`src/rtl/irq_ack_controller.sv`:
```
// irq_ack_controller: CPU-side ack/EOI handshake for a 4-input priority encoder.
// Latches the vector, raises cpu_irq, pulses int_clear on ack and aborts unacknowledged requests.
module irq_ack_controller #(
    parameter int NUM_IRQ     = 4,
    parameter int ACK_TIMEOUT = 16
) (
    input  logic                       clk,
    input  logic                       rst,
    input  logic                       irq_in,
    input  logic [$clog2(NUM_IRQ)-1:0] y_in,
    input  logic [NUM_IRQ-1:0]         irq_mask,
    input  logic                       cpu_ack,
    input  logic                       cpu_eoi,
    output logic                       cpu_irq,
    output logic [$clog2(NUM_IRQ)-1:0] cpu_vector,
    output logic [NUM_IRQ-1:0]         int_clear,
    output logic [NUM_IRQ-1:0]         in_service,
    output logic                       timeout_err
);
    localparam int VW = $clog2(NUM_IRQ);
    localparam int CW = ACK_TIMEOUT > 2 ? $clog2(ACK_TIMEOUT) : 1;
    localparam logic [CW-1:0] TERM = CW'(ACK_TIMEOUT > 0 ? ACK_TIMEOUT - 1 : 0);

    typedef enum logic [1:0] {IDLE, PENDING, ACTIVE} state_t;

    state_t               state_q, state_d;
    logic [CW-1:0]        cnt_q, cnt_d;
    logic                 irq_q, irq_d, to_q, to_d;
    logic [VW-1:0]        vec_q, vec_d;
    logic [NUM_IRQ-1:0]   clr_q, clr_d, ins_q, ins_d, vec_oh;

    assign vec_oh = NUM_IRQ'(1) << vec_q;

    always_comb begin
        state_d = state_q;
        cnt_d   = cnt_q;
        irq_d   = 1'b0;
        vec_d   = vec_q;
        clr_d   = '0;
        ins_d   = ins_q;
        to_d    = 1'b0;
        case (state_q)
            IDLE: if (irq_in && !irq_mask[y_in]) begin
                state_d = PENDING;
                vec_d   = y_in;
                cnt_d   = '0;
                irq_d   = 1'b1;
            end
            PENDING: if (cpu_ack) begin
                state_d = ACTIVE;
                clr_d   = vec_oh;
                ins_d   = vec_oh;
            end else if (ACK_TIMEOUT != 0 && cnt_q == TERM) begin
                state_d = IDLE;
                to_d    = 1'b1;
            end else begin
                irq_d = 1'b1;
                cnt_d = (cnt_q == '1) ? cnt_q : cnt_q + CW'(1);
            end
            ACTIVE: if (cpu_eoi) begin
                state_d = IDLE;
                ins_d   = '0;
            end
            default: state_d = IDLE;
        endcase
    end

    always_ff @(posedge clk or posedge rst) begin
        if (rst) begin
            state_q <= IDLE;
            cnt_q   <= '0;
            irq_q   <= 1'b0;
            vec_q   <= '0;
            clr_q   <= '0;
            ins_q   <= '0;
            to_q    <= 1'b0;
        end else begin
            state_q <= state_d;
            cnt_q   <= cnt_d;
            irq_q   <= irq_d;
            vec_q   <= vec_d;
            clr_q   <= clr_d;
            ins_q   <= ins_d;
            to_q    <= to_d;
        end
    end

    assign cpu_irq     = irq_q;
    assign cpu_vector  = vec_q;
    assign int_clear   = clr_q;
    assign in_service  = ins_q;
    assign timeout_err = to_q;
endmodule

```
`config.mk`:
```
export PLATFORM = sky130hd
export DESIGN_NAME = irq_ack_controller
export DESIGN_NICKNAME = d
export VERILOG_FILES = /design/src/rtl/irq_ack_controller.sv
export SDC_FILE = /design/constraint.sdc
export NUM_CORES = 1
export LEC_CHECK = 0
export ABC_AREA = 1
export CORE_UTILIZATION = 50
export CTS_CLUSTER_DIAMETER = 150
export DETAILED_ROUTE_END_ITERATION = 8
export HOLD_SLACK_MARGIN = 0.15
export PLACE_DENSITY_LB_ADDON = 0.05
export SLEW_MARGIN = 10
export SYNTH_ARGS = -nofsm -noshare
export SYNTH_HDL_FRONTEND = slang
export SYNTH_SLANG_ARGS = --single-unit
```
`constraint.sdc`:
```
create_clock -name clk -period 2.5 [get_ports clk]
set_input_delay 0.625 -clock clk [delete_from_list [all_inputs] [get_ports clk]]
set_output_delay 0.625 -clock clk [all_outputs]
set_load 0.005 [all_outputs]
```
Word level (Yosys, flattened, before mapping). Index checks and enable logic that the tools add are counted.

Muxes and demuxes: 23. Reductions and logical operators: 9. Equality and inequality tests: 9. Shifts and indexed selects: 1. Add/sub/neg operators: 1. Order comparisons: 1.

Operators by type and width (number): 4-bit two-way mux (7); 4-bit one-hot mux with 2 select lines (2); 2-bit != test, second input constant (5); 2-bit two-way mux (4); 1-bit two-way mux (7); 2-bit one-hot mux with 3 select lines (1); 3-bit AND reduction (2); 4-bit by 1-bit adder with 4-bit output, second input constant (1); 4-bit equality test, second input constant (1); 4-bit AND reduction (1); 2-bit nonzero test (2); 1-bit by 2-bit left shift with 4-bit output, first input constant (1); 2-bit by 3-bit < comparator with 1-bit output, second input constant (1); 3-bit != test, second input constant (1); 1-bit binary-select mux with 2-bit select (1); 2-bit by 1-bit equality test with 1-bit output, second input constant (1); 2-bit equality test, second input constant (1); 2-bit logical NOT (1); 1-bit one-hot mux with 2 select lines (1); 2-bit AND reduction (1); 1-bit logical AND (1); 1-bit logical NOT (1).

Register bits: 18. Bits of input ports: 11. Logic and storage cells: 51.

Logic depth before layout (Yosys ltp).
Word-level depth: 6. Gate-level depth with buffers: 8.

Least setup slack after synthesis. Ideal clock, no wire load.

Path type: input-to-reg. Start: in irq_in. End: reg cnt_q[2]. Data arrival time: 1147 ps. Setup time: 117 ps. Slack: 1236 ps. Stages: 5. Cell sequence: bufinv_8 > nor2_4 > nand3_4 > nand3_1 > nand2_1.

Cells in the longest elaborated chain, start to end: 3.

RTL lines: from (decl) (line 9) `input logic irq_in,`; 1-bit logical AND (line 43) `IDLE: if (irq_in && !irq_mask[y_in]) begin`; 2-bit != test (no source line); 4-bit AND reduction (no source line); to (signal assigned) (line 79) `cnt_q <= cnt_d;`; to (decl) (line 27) `logic [CW-1:0] cnt_q, cnt_d;`.

No other way between the ends. A chain may end at the register's enable or synchronous reset.

Worst setup path after layout.
Start: reg vec_q[0] (netlist: cpu_vector[0]). End: out cpu_vector[0].

RTL lines: from (decl) (line 29) `logic [VW-1:0] vec_q, vec_d;`; from (signal assigned) (line 81) `vec_q <= vec_d;`; to (decl) (line 15) `output logic [$clog2(NUM_IRQ)-1:0] cpu_vector,`.

No word-level cell between the ends.

==> summary.md <==
| Metric | Value |
|---|---|
| Max Slew Vio Count | 0 |
| Gr ovfl total | 0 |
| N_diodes | 0 |
| Critical path class | reg -> out |
| Sequential cell area fraction in the yosys report | 50.9% |
| Initial DRC Count | 16 |
| Worst vdd ir | 0.466 mV |
| First-pass GRT wire length | 2410 um |
| Fmax | 511 MHz |
| Synth Warn # | 0 |
| Post-route DRC | 5 |
| Nets | 130 |
| Die width | between 40 and 50 um |
| Layout cells sized above 1 | 23.9% |
| CTS tree | yes |
| Antenna Nets Post-Route | 0 |
| Via count | 656 |
| Chip Height | 44.1 um |
| Pwr/cell area | about 900 mW/mm2 |
| Clock Skew | 0.00108 ns |
| Leakage | 0.000570 uW |
| Hold buffer count at cts | 0 |
| Final hold vios | 0 |
| Largest net degree at the start of global routing | 19 |
| Worst min path class | reg -> reg |
| CTS max path bufs | 2 |
| Core area | about 0.0016 mm2 |
| Failing checks | DRC |
| Total CTS buffers | 3 |
| Post-synth top area share | 50.9% |
| Slew margin rel. | between 50% and 60% |
| Unrepaired setup endpoints after global routing | false |
| Slack of the critical path | 0.541 ns |
| Worst-path clk slew | 0.11 ns |
| CP Buf/Inv Count | 1 |
| Routed WL per cell | approximately 11 um |
| Pre-CTS setup slack | ~0.71 ns |
| Synth cell types | 22 |
| CP startpoint kind | flip-flop |
| GRT Total Usage | 17.5% |
| Cell type with the largest total area after synthesis | dfrtp_1 |
| Worst slew pin tran | between 0.6 and 0.7 ns |
| CTS Sinks | 18 |
| Syn_nets | between 100 and 150 |
| Worst-path cell chain | clkdlybuf4s50_1 |
| HPWL Detailed | 1160 um |
| Minimum clock period | 1.96 ns |
| H-Tree Level Count | 1 |
| Cell row count | 14 |
| Max cap viols | 0 |
| Syn Inst Count | between 90 and 100 |
| Worst Path Arrival | between 1 and 1.5 ns |
| DR vias/cell | 4.93 |
| Slowest stage delay, CP | 0.55 ns |
| Outcome | finished, violations left |
| Syn avg cell area | 9.72 um2 |
| Total routed wirelength | 1530 um |
| Mapped cell area | 885 um2 |
| Number of I/O pins | 23 |
| Initial core utilization | 56.1% |
| Vias in the first global route | 576 |
| Initial antenna violation count | 0 |
| Die area | slightly below 0.002 mm2 |
| Period utilisation layout | 78.4% |
| CTS root buf | clkbuf_4 |
| Post-CTS setup buffers | 0 |
| Syn-to-layout area delta | 31.3% |
| Most area-consuming cells after synthesis | dfrtp_1 (51%), nand2_1 (6.4%), nand3_1 (6.2%) |
| CP Max Fanout | 7 |
| Synthesized flop and latch total | 18 |
| Post-cts gate resize count | 0 |
| Drt first pass iters | 6 |
| Family with the most delay on the worst path | buffers and inverters |
| CP Capture Type | output pin |
| Setup TNS | 0 ns |
| Req. time, crit path | 1.88 ns |
| Final setup fails | 0 |
| Clk_lat worst skew | 0.29 ns |
| Slowest cell on the critical path | clkdlybuf4s50_1 |
| GPL Wtd Cong | 0.813 |
| PortBufs | 22 |
## final timing paths
check	startpoint	to	slack, ns	cells after the start
min in group asynchronous	rst	timeout_err$_DFF_PP0_	0.72	2
max reg2reg	cnt_q[0]$_DFFE_PP0P_	cnt_q[1]$_DFFE_PP0P_	1.22	7
max	cpu_vector[0]$_DFFE_PP0P_	cpu_vector[0]	0.54	1
max in group asynchronous	rst	state_q[1]$_DFFE_PP0P_	1.37	2
min reg2reg	in_service[1]$_DFFE_PP0P_	in_service[1]$_DFFE_PP0P_	0.53	2
min	in_service[1]$_DFFE_PP0P_	in_service[1]$_DFFE_PP0P_	0.53	2
## area by class of cell
cell class / instances / area (um2)
clock buffer: 4 / 36.3
fill: 132 / 415
inverter: 16 / 78.8
multi-input combinational: 57 / 355
sequential: 18 / 450
tap: 16 / 20.0
timing repair buffer: 22 / 220
## sequential cells by signal, summed over array words and instances, names as in the netlist
signal / cells
int_clear: 4
cnt_q: 4
in_service: 4
cpu_irq: 1
timeout_err: 1
cpu_vector: 2
state_q: 2
## cells in the final DEF, fill, tap and decap left out, types with 2 or more instances in the layout
cell / instances
nand4_1: 2
inv_1: 5
nand2_4: 4
o21ai_1: 3
o21ai_2: 4
dfrtp_1: 18
inv_2: 7
clkinv_1: 2
nor2_1: 7
nand3_4: 2
clkbuf_4: 3
nand2_1: 15
clkdlybuf4s50_1: 22
nand2_2: 2
nand3_1: 11
## through the flow
stage	util, %	std cells	instance area [um2]	total power (uW)	hold slack (ns)
2_1_floorplan	-	91	885	702	0.497
3_3_place_gp	71.3	129	1120	862	0.503
3_5_place_dp	71.3	129	1120	881	0.507
4_1_cts	73.7	133	1160	1060	0.530
5_1_grt	73.7	133	1160	1120	0.560
6_report	73.7	133	1160	1050	0.529
## tightest hold or removal path, stage by stage, from the launching register on
cell and delay [ns]:
dfrtp_1 0.36, nand3_1 0.09, o21ai_2 0.06
## metal layers
| layer | vias to the layer above | part of all wire [%] | track usage, % |
|---|---|---|---|
| li1 | 338 | - | - |
| met1 | 294 | 44 | 22.4 |
| met2 | 20 | 49 | 27.9 |
| met3 | 4 | 5.0 | 3.67 |
| met4 | 0 | 2.0 | 9.09 |
| met5 | - | 0 | 0 |
## kinds of logic (layout without fill, tap and decap cells)
group           Yosys count  count (layout)  share of synthesized area, %
simple gates             47              47                          31.1
flops                    18              18                          50.9
buf+inv                  16              42                          8.91
compound gates            7               7                          5.66
xor+xnor                  2               2                          1.98
fa+ha+maj                 1               1                          1.41
## Yosys cell counts
cell	n
nand4_1	2
nand3_1	11
nor2_1	7
nor2_4	1
nand3_2	1
inv_1	5
nand3_4	2
nand2_2	2
clkinv_4	1
ha_1	1
bufinv_8	1
inv_2	7
nor2_2	1
o21ai_2	4
nor3_1	1
xnor2_1	1
nand2_1	15
xor2_1	1
nand2_4	4
clkinv_1	2
dfrtp_1	18
o21ai_1	3
## report_power, final
group	leakage, uW	switching, uW	internal, uW
combinational	0.000309	218	201
clock	0.0000210	92.2	88.7
sequential	0.000241	77.8	372
(Power assumes the default switching activity.)
